[config.mk]
export PLATFORM = sky130hd
export DESIGN_NAME = postadder_seq_flat
export DESIGN_NICKNAME = d
export VERILOG_FILES = /design/src/rtl/postadder_seq_if.sv /design/src/rtl/postadder_seq.sv /design/src/flat_wrapper.sv
export SDC_FILE = /design/constraint.sdc
export NUM_CORES = 1
export LEC_CHECK = 0
export ABC_AREA = 1
export CAP_MARGIN = 5
export CORE_ASPECT_RATIO = 0.75
export CORE_MARGIN = 2
export CORE_UTILIZATION = 28
export CTS_CLUSTER_SIZE = 14
export DETAILED_ROUTE_END_ITERATION = 8
export PLACE_DENSITY = 0.45
export SLEW_MARGIN = 20
export SYNTH_ARGS = -nofsm -noshare
export SYNTH_HDL_FRONTEND = slang
export SYNTH_SLANG_ARGS = --single-unit
[constraint.sdc]
create_clock -name clk -period 2.6 [get_ports clk]
set_input_delay 0.52 -clock clk [delete_from_list [all_inputs] [get_ports clk]]
set_output_delay 0.52 -clock clk [all_outputs]
set_load 0.1 [all_outputs]
[src/rtl/postadder_seq_if.sv]
// postadder_seq_if: command handshake and post-adder control bus of the sequencer
interface postadder_seq_if;
    logic        cmd_valid;
    logic [1:0]  cmd_thread;
    logic [15:0] cmd_data;
    logic        cmd_ready;
    logic        stall;
    logic [2:0]  mode1;
    logic [2:0]  mode2;
    logic [2:0]  mode3;
    logic [1:0]  addr2;
    logic [1:0]  addr3;
    logic [1:0]  thread;
    logic [1:0]  outsel;
    logic        issue_valid;
    logic        dout_valid;
    logic [1:0]  dout_thread;
    logic [3:0]  thread_idle;

    modport master (
        output cmd_valid, cmd_thread, cmd_data, stall,
        input  cmd_ready, mode1, mode2, mode3, addr2, addr3, thread, outsel,
               issue_valid, dout_valid, dout_thread, thread_idle
    );

    modport slave (
        input  cmd_valid, cmd_thread, cmd_data, stall,
        output cmd_ready, mode1, mode2, mode3, addr2, addr3, thread, outsel,
               issue_valid, dout_valid, dout_thread, thread_idle
    );
endinterface

[src/rtl/postadder_seq.sv]
// postadder_seq: per-thread command FIFOs, round-robin issue and latency tracking for the BN254 post-adder
module postadder_seq #(
    parameter int DEPTH = 4,
    parameter int NTHR  = 4
) (
    input  logic clk,
    input  logic rst,
    postadder_seq_if.slave bus
);
    localparam int AW = $clog2(DEPTH);

    logic [15:0]     mem [NTHR][DEPTH];
    logic [AW:0]     wp [NTHR];
    logic [AW:0]     rp [NTHR];
    logic [NTHR-1:0] empty, full, elig, idle;
    logic [1:0]      rr, gt, cand, out_thr;
    logic            gnt, push, iss_emit, out_v, out_emit, res_v;
    logic [1:0]      iss_os;
    logic [15:0]     pop_d;

    assign push          = bus.cmd_valid & bus.cmd_ready;
    assign bus.cmd_ready = !full[bus.cmd_thread];
    assign pop_d         = mem[gt][rp[gt][AW-1:0]];
    assign bus.thread_idle = idle;

    // FIFO flags from registered pointers; the extra MSB separates full from empty
    always_comb begin
        empty = '0;
        full  = '0;
        for (int i = 0; i < NTHR; i++) begin
            empty[i] = wp[i] == rp[i];
            full[i]  = wp[i] == {~rp[i][AW], rp[i][AW-1:0]};
        end
        elig = bus.stall ? '0 : ~empty;
    end

    // Round-robin grant: first eligible thread after the last winner
    always_comb begin
        gnt  = 1'b0;
        gt   = rr;
        cand = '0;
        for (int i = 1; i <= NTHR; i++) begin
            cand = rr + 2'(i);
            if (!gnt && elig[cand]) begin
                gnt = 1'b1;
                gt  = cand;
            end
        end
    end

    // A thread is idle once its FIFO and every pipeline stage are free of its commands
    always_comb begin
        idle = '0;
        for (int i = 0; i < NTHR; i++)
            idle[i] = empty[i] && !(bus.issue_valid && bus.thread == 2'(i))
                    && !(out_v && out_thr == 2'(i)) && !(res_v && bus.dout_thread == 2'(i));
    end

    // Command storage, written without reset since pointers define validity
    always_ff @(posedge clk) begin
        if (push)
            mem[bus.cmd_thread][wp[bus.cmd_thread][AW-1:0]] <= bus.cmd_data;
    end

    // FIFO pointers and round-robin state
    always_ff @(posedge clk) begin
        if (rst) begin
            for (int i = 0; i < NTHR; i++) begin
                wp[i] <= '0;
                rp[i] <= '0;
            end
            rr <= 2'd3;
        end else begin
            if (push)
                wp[bus.cmd_thread] <= wp[bus.cmd_thread] + 1'b1;
            if (gnt) begin
                rp[gt] <= rp[gt] + 1'b1;
                rr     <= gt;
            end
        end
    end

    // Issue, output and result stages; a no-grant cycle issues the mode-000 NOP
    always_ff @(posedge clk) begin
        if (rst) begin
            bus.issue_valid <= 1'b0;
            bus.mode1       <= '0;
            bus.mode2       <= '0;
            bus.mode3       <= '0;
            bus.addr2       <= '0;
            bus.addr3       <= '0;
            bus.thread      <= '0;
            bus.outsel      <= '0;
            bus.dout_valid  <= 1'b0;
            bus.dout_thread <= '0;
            iss_emit        <= 1'b0;
            iss_os          <= '0;
            out_v           <= 1'b0;
            out_emit        <= 1'b0;
            out_thr         <= '0;
            res_v           <= 1'b0;
        end else begin
            bus.issue_valid <= gnt;
            bus.mode1       <= gnt ? pop_d[2:0]   : 3'd0;
            bus.mode2       <= gnt ? pop_d[5:3]   : 3'd0;
            bus.mode3       <= gnt ? pop_d[8:6]   : 3'd0;
            bus.addr2       <= gnt ? pop_d[10:9]  : 2'd0;
            bus.addr3       <= gnt ? pop_d[12:11] : 2'd0;
            bus.thread      <= gnt ? gt : bus.thread;
            iss_emit        <= gnt & pop_d[15];
            iss_os          <= pop_d[14:13];
            out_v           <= bus.issue_valid;
            out_emit        <= iss_emit;
            out_thr         <= bus.thread;
            bus.outsel      <= iss_emit ? iss_os : bus.outsel;
            res_v           <= out_v;
            bus.dout_valid  <= out_emit;
            bus.dout_thread <= out_v ? out_thr : bus.dout_thread;
        end
    end
endmodule

[src/flat_wrapper.sv]
// flat-port wrapper written by rule: the top's interface ports become plain ports
module postadder_seq_flat 
#(
    parameter int DEPTH = 4,
    parameter int NTHR  = 4
)
  (clk, rst, bus_cmd_valid, bus_cmd_thread, bus_cmd_data, bus_stall, bus_cmd_ready, bus_mode1, bus_mode2, bus_mode3, bus_addr2, bus_addr3, bus_thread, bus_outsel, bus_issue_valid, bus_dout_valid, bus_dout_thread, bus_thread_idle);
  postadder_seq_if bus_i ();
  input  logic clk;
  input  logic rst;
  input wire logic [$bits(bus_i.cmd_valid)-1:0] bus_cmd_valid;
  input wire logic [$bits(bus_i.cmd_thread)-1:0] bus_cmd_thread;
  input wire logic [$bits(bus_i.cmd_data)-1:0] bus_cmd_data;
  input wire logic [$bits(bus_i.stall)-1:0] bus_stall;
  output wire logic [$bits(bus_i.cmd_ready)-1:0] bus_cmd_ready;
  output wire logic [$bits(bus_i.mode1)-1:0] bus_mode1;
  output wire logic [$bits(bus_i.mode2)-1:0] bus_mode2;
  output wire logic [$bits(bus_i.mode3)-1:0] bus_mode3;
  output wire logic [$bits(bus_i.addr2)-1:0] bus_addr2;
  output wire logic [$bits(bus_i.addr3)-1:0] bus_addr3;
  output wire logic [$bits(bus_i.thread)-1:0] bus_thread;
  output wire logic [$bits(bus_i.outsel)-1:0] bus_outsel;
  output wire logic [$bits(bus_i.issue_valid)-1:0] bus_issue_valid;
  output wire logic [$bits(bus_i.dout_valid)-1:0] bus_dout_valid;
  output wire logic [$bits(bus_i.dout_thread)-1:0] bus_dout_thread;
  output wire logic [$bits(bus_i.thread_idle)-1:0] bus_thread_idle;
  assign bus_i.cmd_valid = bus_cmd_valid;
  assign bus_i.cmd_thread = bus_cmd_thread;
  assign bus_i.cmd_data = bus_cmd_data;
  assign bus_i.stall = bus_stall;
  assign bus_cmd_ready = bus_i.cmd_ready;
  assign bus_mode1 = bus_i.mode1;
  assign bus_mode2 = bus_i.mode2;
  assign bus_mode3 = bus_i.mode3;
  assign bus_addr2 = bus_i.addr2;
  assign bus_addr3 = bus_i.addr3;
  assign bus_thread = bus_i.thread;
  assign bus_outsel = bus_i.outsel;
  assign bus_issue_valid = bus_i.issue_valid;
  assign bus_dout_valid = bus_i.dout_valid;
  assign bus_dout_thread = bus_i.dout_thread;
  assign bus_thread_idle = bus_i.thread_idle;
  postadder_seq #(.DEPTH(DEPTH), .NTHR(NTHR)) u_core (.clk(clk), .rst(rst), .bus(bus_i));
endmodule
==> reports/metrics.yaml <==
run_status:
  status: "finished, violations left"
  failed_checks: "negative setup slack"
floorplan:
  fp-row-count: 70
  die_x_um: 259
  start_util: 0.282
  die-area_um2: 50600
  coreArea_um2: 48400
  pin_count: 48
  die_h_um: 195
critical_path:
  cpPeakStageDelay_ns: 0.48
  crit_fanout: 6
  crit_type: "reg -> reg"
  cpMostUsedCell: "nand2_4"
  cp_slowest_cell: "edfxtp_1"
  arrival_ns: 3.01
  startpoint_type: "flip-flop"
  crit_chain: "inv_1 > nand2_1 > nand2_2 > nand3_4 > nand3_4 > nand3_2 > nand2_4 > nand2_4 > buf_6 > nand2_4 > nand2_8 > nand2_8 > nand2_4 > nand2_4 > inv_2 > o21a_4 > ha_4 > or2_1 > nand3_2 > nor2_1"
  critical_path_required_ns: 2.88
  crit_path_end_kind: "flip-flop"
placed_design:
  port_buffers: 47
  place.gp.congestion: 0.847
  dp_hpwl_um: 27200
logic_synthesis:
  synth-edff-count: 280
  synthAdderAreaFrac: 0.00458
  ys.flop_type: "edfxtp_1"
  synth-simple-area-share: 0.264
  synth-compound-area-share: 0.0230
  yosys.area.top_type: "edfxtp_1"
  synth_top_family_by_area: "simple AND/OR/NAND/NOR gates"
  synthXorXnorAreaFrac: 0.00183
  synth_top_area_share: 0.615
  syn-cell-area_um2: 13700
  synth_seq_cells: 311
  synth.area.top_cells: "edfxtp_1, nand2_1, nand3_1"
  synth-async-reset-ratio: 0
  avgSynthCellArea_um2: 9.86
  synthMuxAreaShare: 0
  seq_area_frac_synth: 0.661
  ys_types: 38
  synthCells: 1386
  yosysWarnings: 0
  syn-num-nets: 1413
routing:
  drc: 0
  via_per_inst: 4.54
  drt-wirelength-per-cell_um: 19.3
  drt_first_pass_iters: 5
  wirelength_um: 43600
  ant_nets: 0
  dr_total_vias: 10300
  drtIter0Drc: 783
clock_tree:
  cts_tree: "yes"
  clk_pin_slew_ns: 0.06
  cts_made_buffers: 34
  cts_root_buf: "clkbuf_16"
  htree_levels: 2
  insertion_delay_ns: 0.53
  cts_sinks: 311
  clockBufferDepth: 3
global_route:
  grt_max_degree: 45
  antenna_found_initial: 0
  track_usage: 0.167
  grt_pass1_vias: 9988
  grt_pass1_wl_um: 63200
  gr-total-overflow: 0
timing:
  period_needed_ns: 2.72
  skew_ns: 0.0201
  rsz0062_at_grt: "yes"
  drv_slew: 0
  slew_headroom: 0.546
  whs_ns: 0.405
  final_min_period_over_clock_period: 1.05
  fmax_ghz: 0.367
  hold_violations: 0
  setup_viol: 37
  setup_slack_ns: -0.124
  worst_slew_pin_slew_ns: 0.678
cells_and_area:
  layout_common_cells: "nand2_1, edfxtp_1, buf_4"
  syn_to_final_growth_pct: 36.8
  drive_above_1_share: 0.257
  final_common_cell: "nand2_1"
  fillers: 4717
  diodes: 0
  nets: 1620
worst_hold_path:
  hp-class: "reg -> reg"
flow_run:
  max-cap-violations: 0
==> cell type report <==
type                    count  area (um2)  area share
inverters                  66         282      0.0151
flip-flops and latches    311        9030       0.483
well taps                 648         811      0.0434
clock buffers              49         988      0.0529
multi-input cells         946        4840       0.259
clock inverters            12         134     0.00716
repair buffers            234        2610       0.140
==> synth_stat cells (2+ instances only) <==
cell type    n
dfxtp_1     31
buf_1        2
a21oi_1     17
nand3_2      5
nand2_1    652
nand2_2      8
buf_2       27
clkbuf_1     9
o21ai_0      7
a2111oi_0    2
a31oi_1      3
buf_4       21
inv_1       58
buf_6        4
edfxtp_1   280
o22ai_1      3
o31ai_1      2
inv_2        7
nor2_1      71
nor3_1       5
ha_1         5
o21ai_1      4
o21a_1       2
a311oi_1     2
a211oi_1     2
nand2_4      2
nand3_1    144
==> kinds of logic (layout without fill, tap and decap cells) <==
family,after synthesis,count (layout)
xor+xnor,2,2
fa+ha+maj,5,5
simple gates,890,890
compound gates,49,49
flops,311,311
buf+inv,129,361
==> metal layers <==
metal | part of all wire | global-route usage | vias up
li1 | - | - | 5012
met1 | 0.51 | 0.257 | 4996
met2 | 0.43 | 0.247 | 237
met3 | 0.041 | 0.0230 | 51
met4 | 0.017 | 0.0345 | 0
met5 | 0 | 0 | -
==> per-stage QoR <==
stage / cell area (um2) / std cells / setup TNS [ns] / utilization / worst slack [ns]
6_report: 18700 / 2266 / -2.23 / 0.386 / -0.124
5_1_grt: 18700 / 2266 / -7.28 / 0.386 / -0.252
4_1_cts: 18100 / 2248 / -1.30 / 0.374 / -0.132
3_5_place_dp: 16700 / 2172 / -111.99 / 0.345 / -0.668
3_3_place_gp: 16700 / 2172 / -110.65 / 0.345 / -0.659
2_1_floorplan: 14200 / 1386 / -100.76 / - / -0.397
==> worst paths after layout <==
kind | cells after the start | endpoint | slack [ns] | from
max reg2reg | 20 | u_core.rp[0][2] | -0.12 | u_core.rp[3][2]
max | 20 | u_core.rp[0][2] | -0.12 | u_core.rp[3][2]
min | 2 | u_core.bus.dout_valid | 0.41 | u_core.out_emit
min reg2reg | 2 | u_core.bus.dout_valid | 0.41 | u_core.out_emit
==> sequential cells by signal, indices dropped and copies added, names as in the netlist <==
register / flops
u_core.bus.mode3: 3
u_core.wp: 12
u_core.bus.thread: 2
u_core.bus.outsel: 2
u_core.bus.addr3: 2
u_core.rp: 12
u_core.rr: 2
u_core.bus.mode2: 3
u_core.out_v: 1
u_core.bus.issue_valid: 1
u_core.bus.addr2: 2
u_core.out_emit: 1
u_core.mem: 256
u_core.out_thr: 2
u_core.iss_emit: 1
u_core.bus.mode1: 3
u_core.bus.dout_thread: 2
u_core.bus.dout_valid: 1
u_core.iss_os: 2
u_core.res_v: 1
==> timing repair <==
action | in CTS | in global routing
setup endpoints to repair | 41 | 40
gates cloned | 1 | 9
gates resized for setup | 45 | 74
hold buffers | 0 | 0
pin swaps | 23 | 30
setup buffers | 15 | 9
==> worst max-delay path, delay by kind of cell, from the launching register on <==
family	cells	cell delay [ns]
flip-flops	1	0.48
AND/OR/NAND/NOR	15	1.39
buffers and inverters	3	0.26
adder cells (fa/ha/maj)	1	0.15
AO/OA/AOI/OAI	1	0.20
Power is left out: the tool's default activity adds up to more than one toggle a clock period on the data nets, which glitch-free logic cannot reach.
